[src/rtl/data_mem_arbiter.sv]
// Two-requester arbiter for the shared data-memory / chip-select port.
// Define ARB_ROUND_ROBIN_EN for round-robin tie-break; otherwise port 0 wins ties.
module data_mem_arbiter #(
  parameter int DW       = 32,
  parameter int AW       = 32,
  parameter int READ_LAT = 1
) (
  input  logic          clk,
  input  logic          rst,
  input  logic          req0,
  input  logic          we0,
  input  logic [AW-1:0] addr0,
  input  logic [DW-1:0] wdata0,
  output logic          gnt0,
  output logic          rvalid0,
  output logic [DW-1:0] rdata0,
  output logic          stall0,
  input  logic          req1,
  input  logic          we1,
  input  logic [AW-1:0] addr1,
  input  logic [DW-1:0] wdata1,
  output logic          gnt1,
  output logic          rvalid1,
  output logic [DW-1:0] rdata1,
  output logic          stall1,
  output logic          mem_we,
  output logic          mem_re,
  output logic [AW-1:0] mem_addr,
  output logic [DW-1:0] mem_wdata,
  input  logic [DW-1:0] mem_rdata,
  output logic          busy
);

`ifdef ARB_ROUND_ROBIN_EN
  localparam bit RR_EN = 1'b1;
`else
  localparam bit RR_EN = 1'b0;
`endif
  localparam logic [3:0] LAT_INIT = 4'(READ_LAT);

  typedef enum logic [1:0] {IDLE, BUSY, WAIT, RESP} state_t;

  state_t        state_reg;
  logic          last_grant_reg;
  logic          owner_reg;
  logic          cmd_we_reg;
  logic          pend0_reg;
  logic          pend1_reg;
  logic [3:0]    lat_cnt_reg;

  logic          win_valid;
  logic          win_sel;
  logic          win_we;
  logic [AW-1:0] win_addr;
  logic [DW-1:0] win_wdata;

  always_comb begin
    win_valid = req0 | req1;
    win_sel   = 1'b0;
    if (req0 && req1) begin
      win_sel = RR_EN ? ~last_grant_reg : 1'b0;
    end else if (req1) begin
      win_sel = 1'b1;
    end
    win_we    = win_sel ? we1    : we0;
    win_addr  = win_sel ? addr1  : addr0;
    win_wdata = win_sel ? wdata1 : wdata0;
  end

  // A port with a read in flight stays stalled until its response pulse.
  assign stall0 = (req0 && !gnt0 && !pend0_reg) || (pend0_reg && !rvalid0);
  assign stall1 = (req1 && !gnt1 && !pend1_reg) || (pend1_reg && !rvalid1);
  assign busy   = (state_reg != IDLE);

  always_ff @(posedge clk or negedge rst) begin
    if (!rst) begin
      state_reg      <= IDLE;
      last_grant_reg <= 1'b1;
      owner_reg      <= 1'b0;
      cmd_we_reg     <= 1'b0;
      pend0_reg      <= 1'b0;
      pend1_reg      <= 1'b0;
      lat_cnt_reg    <= '0;
      gnt0           <= 1'b0;
      gnt1           <= 1'b0;
      rvalid0        <= 1'b0;
      rvalid1        <= 1'b0;
      rdata0         <= '0;
      rdata1         <= '0;
      mem_we         <= 1'b0;
      mem_re         <= 1'b0;
      mem_addr       <= '0;
      mem_wdata      <= '0;
    end else begin
      gnt0    <= 1'b0;
      gnt1    <= 1'b0;
      rvalid0 <= 1'b0;
      rvalid1 <= 1'b0;
      mem_we  <= 1'b0;
      mem_re  <= 1'b0;
      if (rvalid0) pend0_reg <= 1'b0;
      if (rvalid1) pend1_reg <= 1'b0;

      case (state_reg)
        IDLE, RESP: begin
          if (win_valid) begin
            cmd_we_reg     <= win_we;
            mem_addr       <= win_addr;
            mem_wdata      <= win_wdata;
            last_grant_reg <= win_sel;
            owner_reg      <= win_sel;
            gnt0           <= ~win_sel;
            gnt1           <= win_sel;
            mem_we         <= win_we;
            mem_re         <= ~win_we;
            // Setting a new pending read overrides the clear from rvalid above.
            if (!win_we) begin
              if (win_sel) pend1_reg <= 1'b1;
              else         pend0_reg <= 1'b1;
            end
            state_reg <= BUSY;
          end else begin
            state_reg <= IDLE;
          end
        end
        BUSY: begin
          if (cmd_we_reg) begin
            state_reg <= IDLE;
          end else begin
            lat_cnt_reg <= LAT_INIT;
            state_reg   <= WAIT;
          end
        end
        WAIT: begin
          lat_cnt_reg <= lat_cnt_reg - 4'd1;
          if (lat_cnt_reg == 4'd1) begin
            if (owner_reg) begin
              rdata1  <= mem_rdata;
              rvalid1 <= 1'b1;
            end else begin
              rdata0  <= mem_rdata;
              rvalid0 <= 1'b1;
            end
            state_reg <= RESP;
          end
        end
        default: state_reg <= IDLE;
      endcase
    end
  end

endmodule

[config.mk]
export PLATFORM = sky130hd
export DESIGN_NAME = data_mem_arbiter
export DESIGN_NICKNAME = d
export VERILOG_FILES = /design/src/rtl/data_mem_arbiter.sv
export SDC_FILE = /design/constraint.sdc
export NUM_CORES = 1
export LEC_CHECK = 0
export ABC_AREA = 1
export BUFFER_PORTS_ARGS = -buffer_cell sky130_fd_sc_hd__buf_2
export CAP_MARGIN = 0
export CORE_AREA = 2 2 117 119
export DETAILED_ROUTE_END_ITERATION = 10
export DIE_AREA = 0 0 119 121
export PLACE_DENSITY = 0.81
export SLEW_MARGIN = 20
export SYNTH_ARGS = -nofsm -noshare
export SYNTH_HDL_FRONTEND = slang
export SYNTH_SLANG_ARGS = --single-unit
[constraint.sdc]
create_clock -name clk -period 2.7 [get_ports clk]
set_input_delay 0.405 -clock clk [delete_from_list [all_inputs] [get_ports clk]]
set_output_delay 0.405 -clock clk [all_outputs]
set_load 0.01 [all_outputs]
==> metrics.md <==
| Metric | Value |
|---|---|
| Status | `finished with violations` |
| Failing checks | `hold timing` |
| XOR/XNOR share of the synthesized area | `0%` |
| Tcrit/Tclk final | `68.9%` |
| PostCTS Resize Cnt | `0` |
| Nets | `around 1200` |
| Routability cong. | `around 0.89` |
| Setup_tns | `0 ns` |
| Drt via density | `5.08` |
| Detailed Route Iter0 Violations | `~430` |
| Syn nets | `879` |
| Synthesis Warnings | `0` |
| Startpoint types | `flip-flop` |
| Syn Area/Cell | `8.65 µm²` |
| Layout cell share with drive strength beyond 1 | `35.0%` |
| Vias in the first global route | `5906` |
| Synth area leader | `dfrtp_1` |
| Max VDD drop | `0.000570 V` |
| Max Buffers Root-to-Sink | `2` |
| Maximum number of pins on one net before global-route repair | `70` |
| Total gr overflow | `0` |
| Count of cell types in the netlist | `24` |
| Post-Route WL | `18200 µm` |
| Buffer count from post-CTS setup fixing | `0` |
| Area Growth Syn to Fin | `36.7%` |
| Seq/Total Area, Yosys | `58.9%` |
| Vias | `6040` |
| Cell row count | `42` |
| Wire per inst | `15.3 µm` |
| Pwr per Cell Area | `1250 nW/µm²` |
| Placed cell area | `between 7000 and 8000 µm²` |
| DRT Pass-1 Iters | `6` |
| FMAX | `537 MHz` |
| First-pass GRT wire length | `approximately 29000 µm` |
| Top cells by area, synth | `dfrtp_1 59%, nand2_1 15%, o21ai_0 9.3%` |
| Clock Latency Late Sink | `about 0.42 ns` |
| Simple-gate share of the synthesized area | `20.4%` |
| Area share of fa/ha/maj cells after synthesis | `1.02%` |
| Setup WS pre-CTS | `0.869 ns` |
| All-Layer GR Usage | `about 26%` |
| TritonCTS clock tree | `done` |
| Fin Hold WS | `-0.00457 ns` |
| Critical Path RT | `slightly above 3 ns` |
| Crit Path Max Fanout | `33` |
| Clock transition at path regs | `0.06 ns` |
| Starting Density | `46.8%` |
| Clock Skew | `0.00909 ns` |
| Worst slew pin tran | `0.654 ns` |
| CP Capture Type | `flip-flop` |
| Core ar. | `13100 µm²` |
| Slew headroom | `56.4%` |
| H-tree Lvls | `4` |
| Post-layout util | `63.9%` |
| CTS root buf | `clkbuf_16` |
| Final Hold Fails | `8` |
| # DRC | `0` |
| PortBufs | `302` |
| Multiplexer share of the synthesized area | `0%` |
| Fin. max-slew vios | `0` |
| Io pins | `303` |
| Clock tree sinks | `144` |
| Main combinational cell family by area after synthesis | `simple AND/OR/NAND/NOR gates` |
| Hold_buf cts | `0` |
| Hold WC Path Type | `input pin to async pin` |
| #FFs+latches synth | `144` |
| Initial antenna violation count | `4` |
| CP arrival | `2.22 ns` |
| Detail Route Antenna Nets | `0` |
| Final Cell Area | `~8400 µm²` |
| Final Critical Period | `1.86 ns` |
| Number of CTS-inserted buffers | `17` |
| Final setup vio count | `0` |
| RSZ-0062 raised after global routing | `false` |
| Die Width | `roughly 120 µm` |
| Synth Area in Compound Gates | `14.6%` |
| Synth top area share | `~59%` |
| Max-cap violations | `0` |
| Chip height | `121 µm` |
| Synth Instances | `between 700 and 800` |
| Setup WS post-layout | `0.839 ns` |
| Die area | `14400 µm²` |
| Static leakage | `~0.0043 µW` |
| DP Wirelength | `~13000 µm` |
| Crit Path Category | `flip-flop to flip-flop` |
| Synth Cell Area | `6120 µm²` |
==> stage by stage <==
step,total power [µW],instances
floorplan,6330,708
global placement,7940,1153
detailed placement,8100,1153
CTS,10500,1185
global route,11300,1187
finish,10500,1188
==> path summary, 6_finish.rpt <==
path,end,slack (ns),from,cells past startpoint
hold / removal,rdata0[24],-0.005,rst,1
hold reg to reg,rdata0[3],0.47,rdata0[3],2
max in group asynchronous,mem_wdata[22],1.96,rst,2
min in group clk,rdata0[5],0.19,mem_rdata[5],3
setup / recovery,rdata1[10],0.84,state_reg[0],8
setup reg to reg,rdata1[10],0.84,state_reg[0],8
==> cell usage in the layout (no fill, tap or decap), types with 3 or more instances in the layout <==
cell type,Yosys,routed
a21oi_1,3,3
buf_12,0,4
buf_2,16,301
buf_4,5,6
bufinv_16,0,3
clkbuf_16,0,17
clkinvlp_4,0,4
dfrtp_1,144,144
diode_2,0,3
ha_1,5,5
inv_1,16,16
nand2_1,241,241
nand2_2,3,3
nand3_1,3,3
nor2_1,70,70
o21ai_0,114,114
o21ai_1,54,54
==> routing by layer <==
layer	wire length, µm	track usage [%]
met1	7230	31.9
met2	8920	42.6
met3	1640	7.80
met4	435	10.9
met5	0	0
==> area by class of cell <==
cell class | count | area, µm²
Sequential cell | 144 | 3600
Inverter | 18 | 67.6
Tap cell | 176 | 220
Timing Repair Buffer | 312 | 1640
Clock buffer | 20 | 457
Antenna cell | 3 | 7.51
Multi-Input combinational cell | 503 | 2210
Clock inverter | 12 | 156
Fill cell | 1155 | 4720
==> Yosys cell counts (all sizes together) <==
| cell type | instances |
|---|---|
| inv | 18 |
| nand4 | 1 |
| nor2 | 73 |
| nand3 | 3 |
| and2 | 1 |
| o21ai | 169 |
| dfrtp | 144 |
| ha | 5 |
| o31ai | 2 |
| a21oi | 3 |
| clkbuf | 16 |
| o211ai | 1 |
| nand2 | 244 |
| o22ai | 1 |
| buf | 27 |
==> cells by family after synthesis <==
| kind of cell | Yosys count |
|---|---|
| flip-flops | 144 |
| AO/OA/AOI/OAI | 176 |
| AND/OR/NAND/NOR | 322 |
| adder cells (fa/ha/maj) | 5 |
| buffers and inverters | 61 |
==> power by group <==
| part | internal [µW] | switching, µW | total, µW |
|---|---|---|---|
| Combinational | 1630 | 2620 | 4260 |
| Clock | 1500 | 903 | 2410 |
| Sequential | 3240 | 552 | 3800 |
| Total | 6380 | 4080 | 10500 |
==> worst max-delay path: stages (launching register included) <==
cell,delay (ns)
dfrtp_1,0.38
inv_1,0.10
ha_1,0.32
nand2_1,0.08
buf_4,0.24
nor2_4,0.13
buf_4,0.33
nand2_1,0.12
nand2_1,0.09
Note: power is estimated with default switching activity, not from simulation.
